### src/rtl/dmem_responder.sv
// dmem_responder: multi-cycle word-array data memory that stalls the pipeline until each access completes
module dmem_responder #(
    parameter int LATENCY     = 3,
    parameter int DEPTH_WORDS = 32
) (
    input  logic        clk_i,
    input  logic        rst_i,
    input  logic        memread_i,
    input  logic        memwrite_i,
    input  logic [31:0] memaddr_i,
    input  logic [31:0] writedata_i,
    output logic [31:0] memdata_o,
    output logic        stall_o,
    output logic        ack_o,
    output logic        misalign_o
);
    localparam int AW = $clog2(DEPTH_WORDS);

    typedef enum logic [1:0] {IDLE, BUSY, DONE} state_t;

    state_t          state, state_n;
    logic [3:0]      cnt;
    logic            wr_q, mis_q;
    logic [AW-1:0]   idx_q;
    logic [31:0]     wdata_q;
    logic [31:0]     mem [DEPTH_WORDS];
    logic            req, idle, acc, acc_wr, acc_mis;
    logic [AW-1:0]   acc_idx;
    logic [31:0]     acc_wdata;
    logic            unused_addr;

    assign unused_addr = &{1'b0, memaddr_i[31:AW+2]};
    assign req  = memread_i | memwrite_i;
    assign idle = state == IDLE;

    always_comb begin
        state_n = state;
        case (state)
            IDLE:    state_n = req ? (LATENCY > 1 ? BUSY : DONE) : IDLE;
            BUSY:    state_n = cnt == 4'd1 ? DONE : BUSY;
            default: state_n = IDLE;
        endcase
    end

    // With LATENCY=1 the access edge is the acceptance edge, so the live inputs are used directly
    assign acc       = !rst_i && state_n == DONE && state != DONE;
    assign acc_wr    = idle ? memwrite_i : wr_q;
    assign acc_mis   = idle ? |memaddr_i[1:0] : mis_q;
    assign acc_idx   = idle ? memaddr_i[AW+1:2] : idx_q;
    assign acc_wdata = idle ? writedata_i : wdata_q;

    assign stall_o    = !rst_i && (idle ? req : state == BUSY);
    assign ack_o      = state == DONE;
    assign misalign_o = state == DONE && mis_q;

    always_ff @(posedge clk_i) begin
        if (rst_i) begin
            state     <= IDLE;
            memdata_o <= '0;
            cnt       <= '0;
            wr_q      <= 1'b0;
            mis_q     <= 1'b0;
            idx_q     <= '0;
            wdata_q   <= '0;
        end else begin
            state <= state_n;
            if (idle && req) begin
                cnt     <= 4'(LATENCY - 1);
                wr_q    <= memwrite_i;
                mis_q   <= |memaddr_i[1:0];
                idx_q   <= memaddr_i[AW+1:2];
                wdata_q <= writedata_i;
            end else if (state == BUSY) begin
                cnt <= cnt - 4'd1;
            end
            if (acc && !acc_wr)
                memdata_o <= acc_mis ? 32'h0 : mem[acc_idx];
        end
    end

    always_ff @(posedge clk_i) begin
        if (acc && acc_wr && !acc_mis)
            mem[acc_idx] <= acc_wdata;
    end
endmodule

### config.mk
export PLATFORM = sky130hd
export DESIGN_NAME = dmem_responder
export DESIGN_NICKNAME = d
export VERILOG_FILES = /design/src/rtl/dmem_responder.sv
export SDC_FILE = /design/constraint.sdc
export NUM_CORES = 1
export LEC_CHECK = 0
export CAP_MARGIN = 30
export CORE_UTILIZATION = 40
export DETAILED_ROUTE_END_ITERATION = 6
export PLACE_DENSITY = 0.65
export SKIP_LAST_GASP = 1
export SLEW_MARGIN = 5
export SYNTH_ARGS = -nofsm -noshare
export SYNTH_HDL_FRONTEND = slang
export SYNTH_SLANG_ARGS = --single-unit
### constraint.sdc
create_clock -name clk_i -period 4.7 [get_ports clk_i]
set_clock_uncertainty 0.15 [all_clocks]
set_input_delay 0.94 -clock clk_i [delete_from_list [all_inputs] [get_ports clk_i]]
set_output_delay 0.94 -clock clk_i [all_outputs]
set_load 0.01 [all_outputs]
Word-level counts from Yosys, hierarchy flattened
Memories as Yosys holds them, arrays and structs flattened.
Index checks and enable logic that the tools add are counted.

word-level totals
  register bits after elaboration = 77
  bits in writable memories = 1024
  input port bits = 68
  logic and storage cells = 44
  memories kept = 1

cells by class
  add/sub/neg operators = 1
  equal/unequal tests = 5
  mux-type cells = 13
  bitwise logic cells = 1
  reduce and logical (&&, ||, !) cells = 15

memory list
  name  depth  bits a word  read ports  clocked after Yosys merged registers in  wr ports  RTL line  RTL
  mem   32     32           1           0                                        1         26        logic [31:0] mem [DEPTH_WORDS];

operator list
  operator                                                            number
  32-bit 2-to-1 mux                                                   2
  1-bit logical AND                                                   8
  1-bit 2-to-1 mux                                                    6
  2-bit 2-to-1 mux                                                    3
  5-bit 2-to-1 mux                                                    1
  2-bit == test, second input constant                                2
  4-bit by 1-bit == test with 1-bit output, second input constant     1
  2-bit one-hot mux with 2 select lines                               1
  2-bit OR reduction                                                  2
  4-bit by 1-bit subtractor with 4-bit output, second input constant  1
  1-bit zero test                                                     3
  2-bit by 1-bit == test with 1-bit output, second input constant     1
  2-bit zero test                                                     1
  2-bit inequality test, second input constant                        1
  2-bit nonzero test                                                  1
  1-bit OR                                                            1

Logic depth before layout (Yosys ltp)
Gate-level depths: netlist of the first run.

  depth after elaboration = 10
  mapped depth = 11

Worst setup path after synthesis of the first run
No wires, ideal clock.

  kind = input-to-reg
  from = in memaddr_i[2]
  to = mem mem[7][0] (enable)
  setup time = 0.421 ns
  arrival time = 3.769 ns
  path slack = 0.360 ns
  cell stages on the path = 8
  buffers on the path = 4
  path through = or3b_1 -> nand2_2 -> buf_6 -> buf_4 -> buf_2 -> buf_2 -> nand3_1 -> nor2_1

on the way
  cells in the longest elaborated chain, start to end = 1

RTL lines
  element             RTL line  RTL
  start: declaration  10        input logic [31:0] memaddr_i,
  5-bit 2-to-1 mux    49        assign acc_idx = idle ? memaddr_i[AW+1:2] : idx_q;
  end: declaration    26

No other way between the ends.

Worst setup path after layout of the first run
  from = reg state[1]
  to = reg memdata_o[6]

on the way
  cells in the longest elaborated chain, start to end = 6

RTL lines
  element                                                          RTL line  RTL
  start: declaration                                               21        state_t state, state_n;
  start signal: assignment                                         66        state <= state_n;
  branches (longest 6 deep; another with memory read 32 x 32 bit)  n/a
  end signal: assignment                                           77        memdata_o <= acc_mis ? 32'h0 : mem[acc_idx];
  end: declaration                                                 12        output logic [31:0] memdata_o,

Parallel ways; which one is timed is not known.
A chain may end at the register's enable or synchronous reset.

==> impl_metrics.yaml, run 1 <==
yosys:
  syn_avg_cell_area_um2: 15.52
  syn_nets: 2836
  async_reset_ff_share_pct: 0
  synth-seq-cells: 1101
  syn_area_um2: 42920
  ys_seq_area_share_pct: 75.23
  syn_inst: 2766
  ys_types: 73
  ys.flop_type: "edfxtp_1"
  yosys_warnings: 0
  synth_edf_count: 1024
grt:
  grt_first_pass_wirelength_mm: 186.4
  grt_max_degree: 54
  antenna_found_initial: 1
  overflow: 0
  grt_pass1_vias: 25520
  grt_usage_pct: 24.23
sta:
  slew_viol_final: 0
  fin_setup_tns_ns: 0
  hold_viol_final: 0
  timing.fmax_mhz: 252.3
  finalSetupViolCount: 0
  relSlewSlack_pct: 30.85
  fin_crit_ns: 3.964
  min_period_over_period_pct: 84.35
  rsz0062_at_grt: "false"
  max_slew.worst_pin.slew_ns: 1.035
drt:
  vias: 27090
  drt_iter0_drc: 3942
  vias_per_cell: 6.048
  ant_nets: 0
  wl_per_cell_um: 29.53
  drt_wl_total_mm: 132.2
  drc: 0
  dr.pass1.iters: 6
placement:
  io_buffers: 77
  gp_congestion: 0.8815
  place_inst: 4270
  place.detailed.hpwl_mm: 78.83
status:
  outcome: "complete, no violations"
finish:
  final_common_cell: "edfxtp_1"
  layout-drive-gt1-share_pct: 16.76
  final_cells: 4478
  finalCoreUtilization_pct: 47.98
  regArea_um2: 32290
  layout_common_cells: "1024 x edfxtp_1, 549 x nand2_1, 158 x buf_4"
  fin_nets: 3063
  syn2layout_area_growth_pct: 18.32
  nFillCells: 8774
  multiInputGateArea_um2: 10110
worst_setup_path:
  end_kind: "register"
  critPathMaxFanout: 24
  r2r_end: "memdata_o[6]"
  start_kind: "register"
  r2r_start: "state[1]"
  r2r_cells: 9
  ff2ff_setup_slack_ns: 0.74
  critical_path_class: "register to register"
  cp.arrival_ns: 4.40
  worstPathRequired_ns: 5.13
hold_path:
  holdPathEnd: "memdata_o[20]"
  hp-class: "register to register"
  min_from: "memdata_o[20]"
  holdPathStages: 1
pwr:
  p_leak_nw: 16.77
  peakVddDrop_mv: 0.2755
  cellPowerDensity_nw_per_um2: 460.8
floorplan:
  start_util_pct: 40.55
  die_w_um: 329.6
  num_rows: 119
  chipHeight_um: 329.6
  core-area_um2: 105900
  die_area_um2: 108600
  ios: 103
clocking:
  cts_buffers: 105
  postCtsHoldBufs: 0
  cts_tree: "done"
  clkTransAtPathRegs_ns: 0.06
  cts_root_buffer: "clkbuf_16"
  cts_setup_buffers: 0
  h-tree-depth: 3
  ctsLongestPathBuffers: 3
  cts_resized: 0
  clock_latency_ns: 0.71
  cts.sinks: 1101
run:
  cap_violations: 0
-- Yosys cell counts, types with 10 or more instances --
library cell  instances  area [um2]
o21ai_0              39       195.2
a22o_1               51       446.7
a32oi_1              71       621.9
nand3_1             107       535.5
mux4_2               72        1622
nand4_1              53       331.6
a22oi_1              17       127.6
o2111ai_1            19       166.4
nand2_1             549        2061
mux2i_1             134        1341
buf_2                50       250.2
o22ai_1              46       287.8
nor2_1              122       457.9
nor3_1               13       65.06
buf_6                13       146.4
edfxtp_1           1024       30750
nor4_1               17       106.4
clkbuf_1             66       247.7
a21oi_1              45       225.2
buf_4                25       187.7
a31oi_1              16       100.1
dfxtp_1              77        1541
o31ai_1              10       75.07
-- registers in the layout, indices dropped and copies added (netlist names) --
| name | count |
|---|---|
| mem | 1024 |
| cnt | 4 |
| idx_q | 5 |
| wdata_q | 32 |
| memdata_o | 32 |
| state | 2 |
| wr_q | 1 |
| mis_q | 1 |
-- how the worst max path moves through the flow --
stage,start,to,slack (ns)
detailed placement,memaddr_i[6],mem[14][29],0.31
finish,state[1],memdata_o[6],0.74
global placement,memaddr_i[6],mem[3][12],0.28
floorplan,memaddr_i[2],mem[7][0],0.36
CTS,state[1],mem[14][2],0.60
global route,state[1],memdata_o[6],0.58
-- critical path, stage by stage, from the launching register on --
cell and delay, ns:
dfxtp_1 0.54, nor2_4 0.72, mux2i_4 0.81, buf_4 0.27
nor2_4 0.12, buf_4 0.32, a32oi_1 0.22, o21ai_0 0.15
a22o_1 0.27, o31ai_1 0.26
-- per-layer routing --
metal | track usage, % | share of wire, % | vias to the layer above
li1 | - | - | 11200
met4 | 9.018 | 4.1 | 0
met1 | 33.91 | 39 | 13860
met5 | 0 | 0 | -
met2 | 37.37 | 46 | 1705
met3 | 4.974 | 11 | 320
-- report_power, final --
part	total (mW)	leakage, nW	internal (mW)	switching (mW)
Combinational	3.56	5.11	1.15	2.40
Clock	8.66	1.75	4.98	3.68
Sequential	11.2	9.91	11.1	0.0511
Total	23.4	16.8	17.3	6.14
-- area by class of cell --
type / count / area share (%)
clock inverter: 60 / 1.170
antenna: 3 / 0.01478
multi-input combinational: 1495 / 19.91
inverter: 7 / 0.05173
timing repair buffer: 283 / 6.031
sequential: 1101 / 63.58
clock buffer: 138 / 5.816
tap: 1391 / 3.427
-- through the flow --
step           cell area (um2)  total power [mW]  setup slack, ns  hold WS (ns)
4_1_cts                  50590             23.33           0.5981        0.3034
6_report                 50790             23.40           0.7357        0.3000
2_1_floorplan            42920             13.32           0.3600        0.2861
3_5_place_dp             47040             14.81           0.3070        0.2889
3_3_place_gp             46670             14.64           0.2778        0.2875
5_1_grt                  50780             23.98           0.5781        0.3190
-- kinds of logic (layout without fill, tap and decap cells) --
| kind of cell | after synthesis | in the layout | share of synthesized area [%] |
|---|---|---|---|
| xor gates and xnor gates | 3 | 3 | 0.06122 |
| muxes | 214 | 214 | 7.118 |
| and+or+nand+nor | 906 | 906 | 9.039 |
| buffers and inverters | 170 | 488 | 2.105 |
| other | 0 | 3 | 0 |
| adders and majority gates | 2 | 2 | 0.05829 |
| DFF | 1101 | 1101 | 75.23 |
| AOI/OAI and AO/OA | 370 | 370 | 6.392 |
No activity file was read; power rests on OpenSTA's default activity.
==> run 2, diff against run 1 <==
Clock period 4.7 ns to 3.96 ns, I/O delays scaled along.
==> impl_metrics.yaml, run 2 (synthesis results as in run 1) <==
status:
  outcome: "complete, no violations"
drt:
  wl_per_cell_um: 29.28
  drt_iter0_drc: 3898
  vias: 27100
  vias_per_cell: 5.943
  drc: 0
  drt_wl_total_mm: 133.5
  dr.pass1.iters: 6
  ant_nets: 0
floorplan:
  core-area_um2: 105900
  die_w_um: 329.6
  chipHeight_um: 329.6
  ios: 103
  die_area_um2: 108600
  start_util_pct: 40.55
  num_rows: 119
hold_path:
  holdPathStages: 1
  hp-class: "register to register"
grt:
  overflow: 0
  grt_max_degree: 70
  grt_pass1_vias: 25670
  grt_usage_pct: 24.52
  grt_first_pass_wirelength_mm: 188.0
  antenna_found_initial: 1
pwr:
  cellPowerDensity_nw_per_um2: 535.4
  power.total_mw: 27.58
  peakVddDrop_mv: 0.4143
  p_leak_nw: 17.09
finish:
  nFillCells: 8746
  finalCoreUtilization_pct: 48.67
  top_regs: "mem x1024, memdata_o x32, wdata_q x32"
  final_common_cell: "edfxtp_1"
  syn2layout_area_growth_pct: 20.03
  layout-drive-gt1-share_pct: 18.23
  fin_area_um2: 51520
  largest_reg_flops: 1024
  fin_nets: 3140
  regMostFlops: "mem"
  layout_common_cells: "1024 x edfxtp_1, 549 x nand2_1, 201 x buf_4"
worst_setup_path:
  critical_path_class: "register to register"
  r2r_cells: 9
  worstPathRequired_ns: 4.39
  start_kind: "register"
  critPathMaxFanout: 19
  cp.arrival_ns: 4.11
  end_kind: "register"
clocking:
  cts_resized: 0
  cts_buffers: 109
  ctsLongestPathBuffers: 3
  h-tree-depth: 3
  cts_setup_buffers: 0
  postCtsHoldBufs: 0
  cts_tree: "done"
  cts_root_buffer: "clkbuf_16"
  clock_latency_ns: 0.71
  clkTransAtPathRegs_ns: 0.06
  cts.sinks: 1101
run:
  cap_violations: 0
sta:
  rsz0062_at_grt: "false"
  finalSetupViolCount: 0
  relSlewSlack_pct: 31.66
  timing.fmax_mhz: 271.8
  min_period_over_period_pct: 92.92
  slew_viol_final: 0
  fin_crit_ns: 3.680
  max_slew.worst_pin.slew_ns: 1.017
  hold_viol_final: 0
  fin_setup_tns_ns: 0
placement:
  io_buffers: 77
  place_area_um2: 48000
  gp_congestion: 0.9030
  place.detailed.hpwl_mm: 81.05
run 2: changes by cell type in the layout (fill, tap and decap cells not counted), sizes merged:
cell	before	now
buf	206	279
clkbuf	138	169
clkinv	42	25
bufinv	10	3
clkinvlp	4	5
run 2: path summary, 6_finish.rpt:
kind / from / end / slack (ns)
hold / removal: memdata_o[25] / memdata_o[25] / 0.30
setup reg to reg: state[1] / memdata_o[5] / 0.28
setup / recovery: state[1] / memdata_o[5] / 0.28
hold reg to reg: memdata_o[25] / memdata_o[25] / 0.30
run 2: metrics by stage:
stage | hold slack, ns | setup slack (ns) | std cells
floorplan | 0.2861 | -0.2320 | 2766
global placement | 0.2901 | 0.04479 | 4350
detailed placement | 0.2938 | 0.05221 | 4350
CTS | 0.3074 | 0.3857 | 4556
global route | 0.3234 | 0.1955 | 4556
finish | 0.3031 | 0.2802 | 4559
run 2: power by group:
| part | total [mW] | switching (mW) | leakage [nW] | internal, mW |
|---|---|---|---|---|
| sequential | 13.3 | 0.0568 | 9.91 | 13.2 |
| combinational | 4.22 | 2.84 | 5.48 | 1.38 |
| clock | 10.1 | 4.36 | 1.70 | 5.73 |
| total | 27.6 | 7.26 | 17.1 | 20.3 |
run 2: cell type report:
cell class,instances,area (um2),share of cell area (%)
timing repair buffer,356,3841,7.456
antenna,3,7.507,0.01457
tap,1391,1740,3.378
clock inverter,37,332.8,0.6460
multi-input combinational,1495,10100,19.61
sequential,1101,32290,62.68
clock buffer,169,3181,6.173
inverter,7,26.28,0.05100
run 2: layer usage:
metal / track usage, % / wire length [um] / vias to the layer above / share of wire [%]
met3: 5.119 / 14150 / 335 / 11
li1: - / - / 11370 / -
met1: 33.54 / 52070 / 13720 / 39
met2: 38.39 / 61390 / 1676 / 46
met5: 0 / 8 / - / 0.0060
met4: 9.662 / 5844 / 2 / 4.4
run 2: critical path: stages, from the launching register on:
cell	delay (ns)
dfxtp_1	0.42
nor2_4	0.31
buf_4	0.32
mux2_2	0.62
nor3_1	0.91
nand3_1	0.19
nand4_1	0.19
nor4_1	0.09
buf_4	0.14
a22o_1	0.19
